<file path="src/rtl/disk_track_loader.sv">
// rtl/disk_track_loader.sv - Disk II track image loader: settle, stream source bytes into track RAM.
// Optional trailer checksum enabled by DISK_TRACK_LOADER_CHECKSUM_EN.
module disk_track_loader #(
  parameter int TRACK_BYTES   = 6656,
  parameter int SETTLE_CYCLES = 14318
) (
  input  logic        Clock_14MHz,
  input  logic        reset,
  input  logic [5:0]  track,
  input  logic        disk1_on,
  input  logic        disk2_on,
  output logic        load_req,
  output logic [5:0]  load_track,
  output logic        load_drive,
  output logic        load_abort,
  input  logic [7:0]  src_data,
  input  logic        src_valid,
  output logic        src_ready,
  output logic [13:0] ram_write_addr,
  output logic [7:0]  ram_di,
  output logic        ram_we,
  output logic        busy,
  output logic        load_done,
  output logic        checksum_err
);

  typedef enum logic [1:0] {IDLE, SETTLE, STREAM, DONE} state_t;

  localparam logic [14:0] LAST_IDX = 15'(TRACK_BYTES - 1);
`ifdef DISK_TRACK_LOADER_CHECKSUM_EN
  localparam logic [14:0] END_CNT  = 15'(TRACK_BYTES + 1);
`else
  localparam logic [14:0] END_CNT  = 15'(TRACK_BYTES);
`endif
  localparam logic [15:0] SC_LAST  = 16'(SETTLE_CYCLES - 1);

  state_t      state_q, state_d;
  logic [15:0] settle_cnt_q, settle_cnt_d;
  logic [5:0]  st_track_q, st_track_d;
  logic        st_drive_q, st_drive_d;
  logic [14:0] byte_cnt_q, byte_cnt_d;
  logic [5:0]  ld_track_q, ld_track_d;
  logic        ld_drive_q, ld_drive_d;
  logic        rec_valid_q, rec_valid_d;
  logic [5:0]  rec_track_q, rec_track_d;
  logic        rec_drive_q, rec_drive_d;
  logic        wr_we_q, wr_we_d;
  logic [13:0] wr_addr_q, wr_addr_d;
  logic [7:0]  wr_data_q, wr_data_d;
`ifdef DISK_TRACK_LOADER_CHECKSUM_EN
  logic [7:0]  xor_q, xor_d;
  logic        cks_err_q, cks_err_d;
`endif

  logic active, tgt_drive, stream_chg, rdy, accept, abort_c, done_c;

  assign active     = disk1_on | disk2_on;
  assign tgt_drive  = disk2_on;
  // Dropping the drive counts as a target change while streaming.
  assign stream_chg = (track != ld_track_q) || (tgt_drive != ld_drive_q) || !active;
  assign rdy        = (state_q == STREAM) && !stream_chg && (byte_cnt_q < END_CNT);
  assign accept     = rdy && src_valid;

  always_comb begin
    state_d      = state_q;
    settle_cnt_d = settle_cnt_q;
    st_track_d   = st_track_q;
    st_drive_d   = st_drive_q;
    byte_cnt_d   = byte_cnt_q;
    ld_track_d   = ld_track_q;
    ld_drive_d   = ld_drive_q;
    rec_valid_d  = rec_valid_q;
    rec_track_d  = rec_track_q;
    rec_drive_d  = rec_drive_q;
    wr_we_d      = accept && (byte_cnt_q <= LAST_IDX);
    wr_addr_d    = accept ? byte_cnt_q[13:0] : wr_addr_q;
    wr_data_d    = accept ? src_data : wr_data_q;
    abort_c      = 1'b0;
    done_c       = 1'b0;
`ifdef DISK_TRACK_LOADER_CHECKSUM_EN
    xor_d        = xor_q;
    cks_err_d    = cks_err_q;
`endif
    case (state_q)
      IDLE: begin
        if (active && (!rec_valid_q || track != rec_track_q || tgt_drive != rec_drive_q)) begin
          state_d      = SETTLE;
          settle_cnt_d = '0;
          st_track_d   = track;
          st_drive_d   = tgt_drive;
        end
      end
      SETTLE: begin
        if (!active) begin
          state_d = IDLE;
        end else if (track != st_track_q || tgt_drive != st_drive_q) begin
          settle_cnt_d = '0;
          st_track_d   = track;
          st_drive_d   = tgt_drive;
        end else if (settle_cnt_q == SC_LAST) begin
          state_d    = STREAM;
          ld_track_d = track;
          ld_drive_d = tgt_drive;
          byte_cnt_d = '0;
`ifdef DISK_TRACK_LOADER_CHECKSUM_EN
          xor_d      = '0;
          cks_err_d  = 1'b0;
`endif
        end else begin
          settle_cnt_d = settle_cnt_q + 16'd1;
        end
      end
      STREAM: begin
        if (stream_chg) begin
          abort_c      = 1'b1;
          rec_valid_d  = 1'b0;
          state_d      = SETTLE;
          settle_cnt_d = '0;
          st_track_d   = track;
          st_drive_d   = tgt_drive;
        end else if (accept) begin
          byte_cnt_d = byte_cnt_q + 15'd1;
`ifdef DISK_TRACK_LOADER_CHECKSUM_EN
          if (byte_cnt_q <= LAST_IDX) begin
            xor_d = xor_q ^ src_data;
          end else begin
            cks_err_d = (src_data != xor_q);
            state_d   = DONE;
          end
`else
          if (byte_cnt_q == LAST_IDX) state_d = DONE;
`endif
        end
      end
      DONE: begin
        done_c      = 1'b1;
`ifdef DISK_TRACK_LOADER_CHECKSUM_EN
        rec_valid_d = !cks_err_q;
`else
        rec_valid_d = 1'b1;
`endif
        rec_track_d = ld_track_q;
        rec_drive_d = ld_drive_q;
        state_d     = IDLE;
      end
      default: state_d = IDLE;
    endcase
  end

  always_ff @(posedge Clock_14MHz) begin
    if (reset) begin
      state_q      <= IDLE;
      settle_cnt_q <= '0;
      st_track_q   <= '0;
      st_drive_q   <= 1'b0;
      byte_cnt_q   <= '0;
      ld_track_q   <= '0;
      ld_drive_q   <= 1'b0;
      rec_valid_q  <= 1'b0;
      rec_track_q  <= '0;
      rec_drive_q  <= 1'b0;
      wr_we_q      <= 1'b0;
      wr_addr_q    <= '0;
      wr_data_q    <= '0;
`ifdef DISK_TRACK_LOADER_CHECKSUM_EN
      xor_q        <= '0;
      cks_err_q    <= 1'b0;
`endif
    end else begin
      state_q      <= state_d;
      settle_cnt_q <= settle_cnt_d;
      st_track_q   <= st_track_d;
      st_drive_q   <= st_drive_d;
      byte_cnt_q   <= byte_cnt_d;
      ld_track_q   <= ld_track_d;
      ld_drive_q   <= ld_drive_d;
      rec_valid_q  <= rec_valid_d;
      rec_track_q  <= rec_track_d;
      rec_drive_q  <= rec_drive_d;
      wr_we_q      <= wr_we_d;
      wr_addr_q    <= wr_addr_d;
      wr_data_q    <= wr_data_d;
`ifdef DISK_TRACK_LOADER_CHECKSUM_EN
      xor_q        <= xor_d;
      cks_err_q    <= cks_err_d;
`endif
    end
  end

  // Outputs are forced low for the whole reset window, not just after the first edge.
  assign load_req       = !reset && (state_q == STREAM) && !stream_chg;
  assign load_track     = reset ? 6'd0 : ld_track_q;
  assign load_drive     = !reset && ld_drive_q;
  assign load_abort     = !reset && abort_c;
  assign src_ready      = !reset && rdy;
  assign ram_write_addr = reset ? 14'd0 : wr_addr_q;
  assign ram_di         = reset ? 8'd0 : wr_data_q;
  assign ram_we         = !reset && wr_we_q;
  assign busy           = !reset && (state_q != IDLE);
  assign load_done      = !reset && done_c;
`ifdef DISK_TRACK_LOADER_CHECKSUM_EN
  assign checksum_err   = !reset && cks_err_q;
`else
  assign checksum_err   = 1'b0;
`endif

endmodule

</file>
<file path="config.mk">
export PLATFORM = sky130hd
export DESIGN_NAME = disk_track_loader
export DESIGN_NICKNAME = d
export VERILOG_FILES = /design/src/rtl/disk_track_loader.sv
export SDC_FILE = /design/constraint.sdc
export NUM_CORES = 1
export LEC_CHECK = 0
export CORE_AREA = 2 2 128 130
export DETAILED_ROUTE_END_ITERATION = 10
export DIE_AREA = 0 0 130 132
export HOLD_SLACK_MARGIN = 0.08
export PLACE_DENSITY = 0.39
export REMOVE_ABC_BUFFERS = 1
export SYNTH_ARGS = -nofsm -noshare
export SYNTH_HDL_FRONTEND = slang
export SYNTH_SLANG_ARGS = --single-unit
</file>
<file path="constraint.sdc">
create_clock -name Clock_14MHz -period 4.4 [get_ports Clock_14MHz]
set_input_delay 0.88 -clock Clock_14MHz [delete_from_list [all_inputs] [get_ports Clock_14MHz]]
set_output_delay 0.88 -clock Clock_14MHz [all_outputs]
set_load 0.05 [all_outputs]
</file>
== After elaboration in Yosys (flattened, before gate mapping) ==
Cells that the tools add are included.
Storage, ports and cells
  flip-flop bits (word level): 78
  bits of input ports: 19
  output and inout port bits: 36
Cells by class
  add/subtract/negate cells: 2
  magnitude comparators: 2
  equal/unequal tests: 24
  muxes and demuxes: 38
  bitwise logic cells: 2
  reduce and logical (&&, ||, !) cells: 33
Operators with widths (number)
  $mux 16: 5
  $mux 15: 5
  $pmux 16 s3: 1
  $mux 6: 5
  $pmux 15 s2: 1
  $ne 6x6->1: 3
  $pmux 6 s3: 1
  $add 16x1->16 const B: 1
  $eq 16x14->1 const B: 1
  $ne 2x2->1 const B: 8
  $add 15x1->15 const B: 1
  $eq 15x13->1 const B: 1
  $le 15x13->1 const B: 1
  $lt 15x13->1 const B: 1
  $reduce_and 5->1: 3
  $mux 14: 1
  $mux 2: 7
  $logic_and 1x1->1: 13
  $ne 3x3->1 const B: 4
  $mux 1: 8
  $mux 8: 1
  $pmux 2 s4: 1
  $reduce_and 6->1: 1
  $reduce_bool 2->1: 3
  14 further kinds: 24

== Logic depth before layout (Yosys ltp) ==
  word-level depth: 10
  gate-level depth with buffers: 10
  mapped depth without buffers: 8

== Worst setup path after synthesis ==
OpenSTA, ideal clock, no wires.
  path type: input to output
  from: input port track[5]
  to: output port src_ready
  arrival: 2.438 ns
  path slack: 1.082 ns
  stages: 5
  path buffers: 1
  path through: clkbuf_1 > xor2_1 > nor4_4 > nand3_2 > nor2_1
On the way
  cells in the longest elaborated chain, start to end: 7
RTL lines
  start, declared: line 9  | input logic [5:0] track,
  $ne 6x6->1: line 60  | assign stream_chg = (track != ld_track_q) || (tgt_drive != ld_drive_q) || !active;
  $logic_or 1x1->1 (2 in a row): line 60
  $logic_not 1->1: line 61  | assign rdy = (state_q == STREAM) && !stream_chg && (byte_cnt_q < END_CNT);
  $logic_and 1x1->1 (2 in a row): line 61
  $logic_and 1x1->1: line 195  | assign src_ready = !reset && rdy;
  end, declared: line 18  | output logic src_ready,
No other way between the ends.

== Final worst setup path ==
  from: input port disk2_on
  to: output port load_abort
On the way
  cells in the longest elaborated chain, start to end: 6
RTL lines
  start, declared: line 11  | input logic disk2_on,
  $ne 1x1->1 / $or 1x1->1 (equally long branches): line 60, 57
  $logic_or 1x1->1 / $logic_not 1->1 (equally long branches)
  $logic_or 1x1->1 *: line 60
  $mux 1 *: line 114  | if (stream_chg) begin
  $mux 1 *: line 84  | case (state_q)
  $logic_and 1x1->1 *: line 194  | assign load_abort = !reset && abort_c;
  end, declared: line 15  | output logic load_abort,
Every way passes the cells marked *; elsewhere a longest branch is shown, timed or not.

==> impl_metrics.yaml <==
routing:
  wl_per_cell_microns: 13.7
  wl_microns: 10100
  drc: 0
  postRouteAntennaNets: 0
  via_per_inst: 4.54
  via_count: 3357
  drtPass1Iterations: 4
  drtIter0Drc: 108
clock_tree:
  post_cts_buffers: 0
  htreeDepth: 3
  numClockSinks: 78
  clk_pin_slew_ns: 0.06
  cts_tree: "yes"
  clk_latency_ns: 0.34
  cts-root-buf: "clkbuf_16"
  numCtsBuffers: 9
  clk_path_buf_depth: 2
  cts.repair.resized: 0
  cts_hold_buf: 0
cells_and_area:
  nets: 540
  drive_above_1_share: 0.0727
  ff_latch_area_sq_um: 1560
  nFillCells: 1700
  post-route-util: 0.313
  diodes: 0
  syn_to_final_growth_pct: 26.4
  multi_input_area_sq_um: 2170
critical_path:
  cp-end-kind: "output port"
  r2r_start: "settle_cnt_q[0]"
  cp_data_arrival_time_ns: 3.14
  worstSetupPathType: "in -> out"
  crit_path_max_incr_delay_ns: 0.83
  path_max_fanout: 7
  critPathRequiredTime_ns: 3.52
  critical_path.top_delay_family: "buffers and inverters"
  path_buf_inv: 2
  critPathSlowestCell: "clkdlybuf4s50_1"
  worstPathCellList: "clkdlybuf4s50_1 > nor2_1 > nor4_4 > nand2_1 > nand2_1 > nor2_1 > clkdlybuf4s50_1"
  cp-start-kind: "input port"
  crit_start: "disk2_on"
placed_design:
  portBuffers: 53
  finalWeightedCongestion: 0.751
  place_hpwl_microns: 7090
synthesis:
  synth_top_cell_area_share: 0.402
  ys.flop_type: "dfxtp_1"
  ys_types: 46
  synthTopCellsByArea: "dfxtp_1 40%, nand2_1 7.2%, a21oi_1 5.4%"
  synth_area_per_cell_sq_um: 8.13
  synth-seq-area-share: 0.402
  synth_seq_cells: 78
  synth_area_sq_um: 3890
  synth_edf_count: 0
  synthCells: 478
  yosysWarningCount: 0
  synthArstFlopShare: 0
  yosysTopAreaCell: "dfxtp_1"
floorplan:
  io_pins: 55
  start_util: 0.247
  fp.dieW_microns: 130
  rows: 46
  core_sq_um: 15700
  dieArea_sq_um: 17200
  die_h_microns: 132
sta:
  setup_violations: 0
  slew_viol_final: 0
  rsz0062_at_grt: "false"
  post-route-period-util: 0.914
  max_freq_mhz: 249
  timing.final.hold_violations: 0
  post-route-min-period_ns: 4.02
  whs_ns: 0.444
  worst_pin_slew_ns: 1.05
  fin_worst_skew_ns: 0.00658
  maxSlewHeadroom: 0.297
  setup_tns_ns: 0
power:
  powerDensity_nw_per_um2: 325
  ir_worst_vdd_uv: 152
  p_leak_uw: 0.00163
run_status:
  status: "complete, no violations"
global_route:
  antenna_found_initial: 0
  track_usage: 0.123
  gr-total-overflow: 0
  grt_pass1_wl_microns: 16700
  grt_pass1_vias: 3247
  grt_max_degree: 59
worst_hold_path:
  min_path_type: "reg -> reg"
  hold_path_startpoint: "wr_data_q[6]"
job:
  maxCapViolCount: 0
## synth_stat cells (all sizes together), types with 10 or more instances
master	instances
a21boi	12
or3	13
xor2	13
buf	10
or4	11
dfxtp	78
o21ai	12
clkbuf	23
xnor2	10
mux2i	16
a21oi	42
nand2	75
nand3	20
nor2	36
nor2b	32
## final timing paths
path                                  endpoint  slack [ns]  cells past startpoint
worst min-delay path              wr_data_q[6]        0.44                      2
worst min register to register    wr_data_q[6]        0.44                      2
worst max register to register  byte_cnt_q[11]        1.60                      7
worst max-delay path                load_abort        0.38                      7
## layout make-up
class,count,area share
multi-input combinational,361,0.442
sequential,78,0.318
timing repair buffer,62,0.120
tap,216,0.0550
clock buffer,11,0.0494
clock inverter,5,0.0120
inverter,6,0.00458
## through the flow
| step | total power (uW) | instances | worst slack [ns] | cell area, sq um |
|---|---|---|---|---|
| final | 1600 | 739 | 0.378 | 4910 |
| after global routing | 1670 | 739 | 0.139 | 4910 |
| after CTS | 1630 | 739 | 0.364 | 4910 |
| after detailed placement | 855 | 723 | 0.377 | 4610 |
| after global placement | 855 | 723 | 0.437 | 4610 |
| after floorplan | 796 | 445 | 1.24 | 3750 |
## worst min-delay path, delay by kind of cell, from the launching register on
family | cells | cell delay [ns]
flops | 1 | 0.30
compound gates | 1 | 0.05
simple gates | 1 | 0.05
## sequential cells by signal (all words and copies together) (netlist names), 2 cells and up
signal	flops
settle_cnt_q	16
byte_cnt_q	15
wr_addr_q	14
wr_data_q	8
ld_track_q	6
rec_track_q	6
st_track_q	6
state_q	2
## cell families after synthesis
| logic type | after synthesis | synth area share |
|---|---|---|
| adder cells (fa/ha/maj) | 3 | 0.00966 |
| flip-flops | 78 | 0.402 |
| AO/OA/AOI/OAI | 86 | 0.134 |
| multiplexers | 16 | 0.0412 |
| buffers and inverters | 39 | 0.0412 |
| XOR/XNOR | 23 | 0.0518 |
| other | 1 | 0.000965 |
| AND/OR/NAND/NOR | 232 | 0.319 |
## placed cells by master (no fill, tap or decap), drive strengths merged, types with 2 or more instances in the layout
cell type      Yosys  final
or4b               3      3
xor2              13     13
clkbuf            23     11
and2               6      6
or4               11     11
nand4              7      7
or3               13     13
nor3               6      6
and4               2      2
o211ai             3      3
o21a               2      2
nand2             75     75
a211oi             2      2
and3               3      3
nor2              36     36
nor2b             32     32
ha                 3      3
a21oi             42     42
clkinv             0      2
or2                2      2
a21boi            12     12
xnor2             10     10
o21ai             12     12
nand3             20     20
nor4               5      5
clkdlybuf4s50      0     50
inv                6      6
or3b               3      3
buf               10     12
dfxtp             78     78
nor4bb             2      2
nand2b             5      5
clkinvlp           0      2
o31ai              9      9
mux2i             16     16
## layer usage
layer | vias to the layer above | global-route usage | routed length (microns)
met5 | - | 0 | 0
met4 | 0 | 0.0412 | 149
met3 | 10 | 0.0357 | 415
met2 | 49 | 0.200 | 4620
met1 | 1566 | 0.154 | 4940
li1 | 1732 | - | -
## where the power goes
group          switching [uW]  total [uW]  internal (uW)
sequential               8.50         722            713
combinational            68.0         116           48.1
clock                     303         757            455
(Power assumes the default switching activity.)
